==> config.mk <==
export PLATFORM = sky130hd
export DESIGN_NAME = rv32_wb_arbiter_flat
export DESIGN_NICKNAME = d
export VERILOG_FILES = /design/src/rtl/rv32_wb_arbiter_if.sv /design/src/rtl/rv32_wb_arbiter.sv /design/src/flat_wrapper.sv
export SDC_FILE = /design/constraint.sdc
export NUM_CORES = 1
export LEC_CHECK = 0
export ABC_CLOCK_PERIOD_IN_PS = 3600
export CORE_AREA = 2 2 139 141
export CTS_CLUSTER_DIAMETER = 100
export DETAILED_ROUTE_END_ITERATION = 8
export DIE_AREA = 0 0 141 143
export PLACE_DENSITY = 0.48
export SLEW_MARGIN = 15
export SYNTH_ARGS = -nofsm -noshare
export SYNTH_HDL_FRONTEND = slang
export SYNTH_SLANG_ARGS = --single-unit
==> constraint.sdc <==
create_clock -name clk -period 3.6 [get_ports clk]
set_input_delay 0.72 -clock clk [delete_from_list [all_inputs] [get_ports clk]]
set_output_delay 0.72 -clock clk [all_outputs]
set_load 0.02 [all_outputs]
==> src/rtl/rv32_wb_arbiter_if.sv <==
// ---------------------------------------------------------------------------
// rv32_wb_arbiter_if
//   Bus bundle between the write-back producers / issue stage and the
//   write-back arbiter.
//
//   Handshake: requester i offers a result by raising req_valid[i] together
//   with stable req_rd[i]/req_data[i]; the arbiter answers with req_ready[i].
//   A transfer happens in every cycle where req_valid[i] & req_ready[i] is
//   high at the rising edge. The requester keeps valid/rd/data stable until
//   that transfer; ready may depend combinationally on valid.
//
//   Signal groups:
//     req_valid/req_ready/req_rd/req_data : write-back request handshake
//     rf_write/rf_rw/rf_d                 : register-file write port
//     issue_valid/issue_rd/issue_conflict : issue-stage destination check
//     query_rs/query_busy                 : pending-bit lookup for 3 sources
//
//   Modports:
//     slave  : arbiter side
//     master : producer / issue-stage side
// ---------------------------------------------------------------------------
interface rv32_wb_arbiter_if #(
  parameter int NUM_REQ = 3
);
  logic [NUM_REQ-1:0]       req_valid;
  logic [NUM_REQ-1:0]       req_ready;
  logic [NUM_REQ-1:0][4:0]  req_rd;
  logic [NUM_REQ-1:0][31:0] req_data;

  logic                     rf_write;
  logic [4:0]               rf_rw;
  logic [31:0]              rf_d;

  logic                     issue_valid;
  logic [4:0]               issue_rd;
  logic                     issue_conflict;

  logic [2:0][4:0]          query_rs;
  logic [2:0]               query_busy;

  modport slave (
    input  req_valid, req_rd, req_data, issue_valid, issue_rd, query_rs,
    output req_ready, rf_write, rf_rw, rf_d, issue_conflict, query_busy
  );

  modport master (
    output req_valid, req_rd, req_data, issue_valid, issue_rd, query_rs,
    input  req_ready, rf_write, rf_rw, rf_d, issue_conflict, query_busy
  );
endinterface

==> src/rtl/rv32_wb_arbiter.sv <==
// ---------------------------------------------------------------------------
// rv32_wb_arbiter
//   Write-back arbiter and register scoreboard in front of the single write
//   port of the register file. One requester is granted per cycle; the
//   granted result is registered and drives rf_write/rf_rw/rf_d during the
//   following cycle. A pending bit per architectural register lets the issue
//   stage detect RAW/WAW hazards.
//
//   Ports:
//     clk  : core clock, all state updates on the rising edge
//     rst  : synchronous, active-high reset
//     bus  : rv32_wb_arbiter_if.slave (request handshake, register-file
//            write port, issue check, source-register queries)
//
//   Parameter:
//     NUM_REQ : number of write-back requesters (2..8)
//
//   Build option:
//     RV32_WB_ARB_ROUND_ROBIN_EN defined   -> rotating priority, search starts
//                                             after the last granted index
//     RV32_WB_ARB_ROUND_ROBIN_EN undefined -> fixed priority, lowest index wins
// ---------------------------------------------------------------------------
module rv32_wb_arbiter #(
  parameter int NUM_REQ = 3
) (
  input  logic              clk,
  input  logic              rst,
  rv32_wb_arbiter_if.slave  bus
);

  localparam int IW = $clog2(NUM_REQ);
  typedef logic [IW-1:0] idx_t;

  // -------------------------------------------------------------------------
  // Grant selection
  // -------------------------------------------------------------------------
  logic [NUM_REQ-1:0] grant;
  idx_t               gidx;
  logic               xfer;
  logic [4:0]         sel_rd;
  logic [31:0]        sel_data;

`ifdef RV32_WB_ARB_ROUND_ROBIN_EN
  // ptr_q holds the index of the last transfer; the search begins one past it.
  idx_t ptr_q;
  idx_t ptr_d;

  always_comb begin
    int best;
    int rank;
    grant = '0;
    gidx  = '0;
    best  = NUM_REQ;
    rank  = 0;
    for (int i = 0; i < NUM_REQ; i++) begin
      // rank 0 is index ptr+1, rank NUM_REQ-1 is ptr itself
      rank = (i + NUM_REQ - 1 - int'(ptr_q)) % NUM_REQ;
      if (bus.req_valid[i] && rank < best) begin
        best = rank;
        gidx = idx_t'(i);
      end
    end
    if (best < NUM_REQ && !rst) begin
      grant[gidx] = 1'b1;
    end
  end

  always_comb begin
    ptr_d = ptr_q;
    if (xfer) begin
      ptr_d = gidx;
    end
  end

  always_ff @(posedge clk) begin
    if (rst) begin
      ptr_q <= idx_t'(NUM_REQ - 1);
    end else begin
      ptr_q <= ptr_d;
    end
  end
`else
  always_comb begin
    logic found;
    grant = '0;
    gidx  = '0;
    found = 1'b0;
    // Descending scan so the lowest valid index is the last one recorded.
    for (int i = NUM_REQ - 1; i >= 0; i--) begin
      if (bus.req_valid[i]) begin
        gidx  = idx_t'(i);
        found = 1'b1;
      end
    end
    if (found && !rst) begin
      grant[gidx] = 1'b1;
    end
  end
`endif

  assign bus.req_ready = grant;
  assign xfer          = |grant;
  assign sel_rd        = bus.req_rd[gidx];
  assign sel_data      = bus.req_data[gidx];

  // -------------------------------------------------------------------------
  // Output stage
  // -------------------------------------------------------------------------
  logic        rf_write_q, rf_write_d;
  logic [4:0]  rf_rw_q,    rf_rw_d;
  logic [31:0] rf_d_q,     rf_d_d;

  always_comb begin
    rf_write_d = 1'b0;
    rf_rw_d    = rf_rw_q;
    rf_d_d     = rf_d_q;
    if (xfer) begin
      // A result aimed at x0 still consumes its grant but never writes.
      rf_write_d = (sel_rd != 5'd0);
      rf_rw_d    = sel_rd;
      rf_d_d     = sel_data;
    end
  end

  always_ff @(posedge clk) begin
    if (rst) begin
      rf_write_q <= 1'b0;
      rf_rw_q    <= 5'd0;
      rf_d_q     <= 32'd0;
    end else begin
      rf_write_q <= rf_write_d;
      rf_rw_q    <= rf_rw_d;
      rf_d_q     <= rf_d_d;
    end
  end

  assign bus.rf_write = rf_write_q;
  assign bus.rf_rw    = rf_rw_q;
  assign bus.rf_d     = rf_d_q;

  // -------------------------------------------------------------------------
  // Scoreboard
  // -------------------------------------------------------------------------
  // Bit 0 is kept in the vector only so lookups need no x0 special case;
  // it is forced to 0 every cycle.
  logic [31:0] busy_q, busy_d;
  logic        issue_set;

  assign bus.issue_conflict = bus.issue_valid & busy_q[bus.issue_rd];
  assign issue_set = bus.issue_valid & ~bus.issue_conflict &
                     (bus.issue_rd != 5'd0);

  always_comb begin
    busy_d = busy_q;
    if (xfer) begin
      busy_d[sel_rd] = 1'b0;
    end
    // Applied after the clear so a same-register set/clear leaves it busy.
    if (issue_set) begin
      busy_d[bus.issue_rd] = 1'b1;
    end
    busy_d[0] = 1'b0;
  end

  always_ff @(posedge clk) begin
    if (rst) begin
      busy_q <= 32'd0;
    end else begin
      busy_q <= busy_d;
    end
  end

  // Lookups see current state only; a transfer in flight is not bypassed.
  always_comb begin
    bus.query_busy = '0;
    for (int k = 0; k < 3; k++) begin
      bus.query_busy[k] = busy_q[bus.query_rs[k]];
    end
  end

endmodule
==> src/flat_wrapper.sv <==
// flat-port wrapper written by rule: the top's interface ports become plain ports
module rv32_wb_arbiter_flat 
#(
  parameter int NUM_REQ = 3
)
  (clk, rst, bus_req_valid, bus_req_rd, bus_req_data, bus_issue_valid, bus_issue_rd, bus_query_rs, bus_req_ready, bus_rf_write, bus_rf_rw, bus_rf_d, bus_issue_conflict, bus_query_busy);
  rv32_wb_arbiter_if #(.NUM_REQ(NUM_REQ)) bus_i ();
  input  logic clk;
  input  logic rst;
  input wire logic [$bits(bus_i.req_valid)-1:0] bus_req_valid;
  input wire logic [$bits(bus_i.req_rd)-1:0] bus_req_rd;
  input wire logic [$bits(bus_i.req_data)-1:0] bus_req_data;
  input wire logic [$bits(bus_i.issue_valid)-1:0] bus_issue_valid;
  input wire logic [$bits(bus_i.issue_rd)-1:0] bus_issue_rd;
  input wire logic [$bits(bus_i.query_rs)-1:0] bus_query_rs;
  output wire logic [$bits(bus_i.req_ready)-1:0] bus_req_ready;
  output wire logic [$bits(bus_i.rf_write)-1:0] bus_rf_write;
  output wire logic [$bits(bus_i.rf_rw)-1:0] bus_rf_rw;
  output wire logic [$bits(bus_i.rf_d)-1:0] bus_rf_d;
  output wire logic [$bits(bus_i.issue_conflict)-1:0] bus_issue_conflict;
  output wire logic [$bits(bus_i.query_busy)-1:0] bus_query_busy;
  assign bus_i.req_valid = bus_req_valid;
  assign bus_i.req_rd = bus_req_rd;
  assign bus_i.req_data = bus_req_data;
  assign bus_i.issue_valid = bus_issue_valid;
  assign bus_i.issue_rd = bus_issue_rd;
  assign bus_i.query_rs = bus_query_rs;
  assign bus_req_ready = bus_i.req_ready;
  assign bus_rf_write = bus_i.rf_write;
  assign bus_rf_rw = bus_i.rf_rw;
  assign bus_rf_d = bus_i.rf_d;
  assign bus_issue_conflict = bus_i.issue_conflict;
  assign bus_query_busy = bus_i.query_busy;
  rv32_wb_arbiter #(.NUM_REQ(NUM_REQ)) u_core (.clk(clk), .rst(rst), .bus(bus_i));
endmodule
==> results.yml <==
worst_hold_path:
  min_to: "u_core.bus.rf_rw[1]"
  hold_path_depth: 2
  min-delay-start: "u_core.bus.rf_rw[1]"
  worstHoldPathType: "flop to flop"
critical_path:
  r2r-end: "u_core.busy_q[25]"
  r2r_slack_ns: 1.56
  timing.setup.critical_path_class: "primary input to output pin"
  r2r-start: "u_core.busy_q[23]"
  critPathMaxFanout: 10
  cp.arrival_ns: 2.83
  rr_worst_depth: 6
  cp-end-kind: "output pin"
  crit_required_ns: 2.88
  crit_path_start_kind: "primary input"
clocking:
  cts_root_buffer: "clkbuf_16"
  post_cts_buffers: 0
  tritoncts: "built"
  cts_made_buffers: 9
  clkLatencyLatePin_ns: 0.34
  cts_buffer_depth: 2
  cts_max_level: 3
  clk_pin_slew_worst_paths_ns: 0.06
  clock_sinks: 69
timing:
  finalMaxSlewViolations: 0
  finalHoldViolCount: 0
  setup-violations-final: 0
  min_period_ns: 3.55
  fin_skew_ns: 0.00838
  max_clock_freq_mhz: 281
  setup_slack_ns: 0.0455
  fin_crit_sh: 0.987
  slew_headroom: 0.455
  setup_tns_ns: 0
  worst_pin_slew_ns: 0.809
logic_synthesis:
  synth.distinct_cells: 56
  ys_seq_elements: 69
  synth_common_cells: "dfxtp_1 (69), nand2_1 (51), a21oi_1 (50), nor2_1 (48), mux2i_1 (38)"
  netlist.top_cell.by_area: "dfxtp_1"
  yosysMostFrequentCell: "dfxtp_1"
  synth_top_flop_cell: "dfxtp_1"
  yosysTopAreaCellShare: 0.301
  syn_avg_cell_area_um2: 9.01
  netlist_instances: 509
  ys_async_sr_fraction: 0
  netlist_top_cells_area: "dfxtp_1 (30%), mux4_2 (16%), mux2i_1 (8.3%)"
  synth_seq_area_share: 0.301
  synth_edf_count: 0
  mappedNetlistNets: 646
  synth_area_um2: 4580
  ys_warn_count: 0
final_layout:
  nNetsFinal: 825
  final_area_um2: 7160
  syn2layout_area_growth_pct: 56.3
  fillers: 1822
  drive_gt1_frac: 0.152
  antenna_cells: 0
power_and_ir_drop:
  p_int_uw: 1820
  swShare: 0.262
  switching_power_uw: 648
  p_total_uw: 2470
  pwr-share-seq: 0.336
  power.leakage_uw: 0.00268
  power_density_nw_per_um2: 345
  vdd_drop_max_mv: 0.211
  comb_power_share: 0.242
  p_clk_frac: 0.422
global_routing:
  grt_pass1_vias: 4818
  grt_max_degree: 65
  grt_pass1_wl_um: 26600
  antenna_found_initial: 0
  grtUsageTotal: 0.171
  grt-ovfl-total: 0
job:
  maxCapViolations: 0
die:
  dieArea_um2: 20200
  design.core.area_um2: 18600
  die_h_um: 143
  io_pins: 182
  rows: 50
  initial_utilization: 0.247
  die-width_um: 141
placed_design:
  port_buffers: 181
  pre_cts_slack_ns: -0.300
  postPlaceCellArea_um2: 6750
  gp_congestion: 0.860
  dp_hpwl_um: 13500
drt:
  ant_nets: 0
  vias: 4815
  routed_via_density: 5.19
  drt_iter0_markers: 213
  drt-pass1-iter-count: 5
  drc_errors: 0
  drt-total-wl_um: 17200
  drt-wirelength-per-cell_um: 18.5
outcome:
  status: "finished, final reports clean"
==> power groups by stage <==
stage | logic, uW | registers [uW] | clock network, uW
6_report | 597 | 830 | 1040
5_1_grt | 646 | 835 | 1100
3_5_place_dp | 593 | 845 | 0
3_3_place_gp | 589 | 844 | 0
4_1_cts | 602 | 830 | 1070
2_1_floorplan | 234 | 884 | 0
==> cell families after synthesis <==
kind of cell | synth area share
flip-flops | 0.301
AND/OR/NAND/NOR | 0.191
multiplexers | 0.255
buffers and inverters | 0.0519
AO/OA/AOI/OAI | 0.201
==> worst max-delay path by stage <==
stage / startpoint / end / cells after the start
floorplan: bus_query_rs[0] / bus_query_busy[0] / 4
global route: bus_issue_rd[0] / bus_issue_conflict / 7
CTS: bus_issue_rd[0] / bus_issue_conflict / 7
detailed placement: bus_query_rs[5] / bus_query_busy[1] / 6
finish: bus_issue_rd[0] / bus_issue_conflict / 7
global placement: bus_query_rs[5] / bus_query_busy[1] / 6
==> layout make-up <==
type                            count  area [um2]  area share
Multi-Input combinational cell    391        2980       0.416
Timing Repair Buffer              209        2130       0.297
Clock buffer                       11         243      0.0339
Clock inverter                      5         106      0.0148
Sequential cell                    69        1380       0.193
Inverter                            8        30.0     0.00419
Tap cell                          234         293      0.0409
==> state kept, by name, summed over array words and instances (netlist names) <==
name                 count
u_core.bus.rf_d         32
u_core.busy_q           31
u_core.bus.rf_rw         5
u_core.bus.rf_write      1
==> critical path, cell delays in order <==
cell	delay, ns
clkdlybuf4s50_1	0.51
buf_12	0.15
mux4_2	0.51
a32oi_2	0.26
o21ai_2	0.12
o21a_1	0.23
dlygate4sd2_1	0.33
==> stage by stage <==
step           cells   util  hold slack [ns]
6_report         927  0.386            0.445
4_1_cts          927  0.385            0.450
3_3_place_gp     909  0.363            0.436
2_1_floorplan    509      -            0.469
3_5_place_dp     909  0.363            0.438
5_1_grt          927  0.386            0.482
==> routing by layer <==
layer,global-route usage,up-vias,share of wire
met5,0,-,0
met4,0.0668,0,0.030
met3,0.0644,40,0.10
met2,0.283,255,0.47
met1,0.202,2222,0.40
li1,-,2298,-
==> what timing repair did <==
item                       in CTS  in global routing
gates cloned                    2                  0
setup endpoints to repair       4                  1
gates resized for setup        14                  1
pin swaps                       0                  0
hold buffers                    0                  0
==> layout by cell type, fill, tap and decap left out, types with 15 or more instances in the layout <==
master	Yosys	layout
clkdlybuf4s50_1	0	175
dfxtp_1	69	69
nand2_1	51	51
a21oi_1	50	50
nor2_1	48	48
mux2i_1	38	38
o21ai_0	37	37
mux4_2	33	33
buf_4	0	21
or4_1	15	15
(Power assumes the default switching activity.)
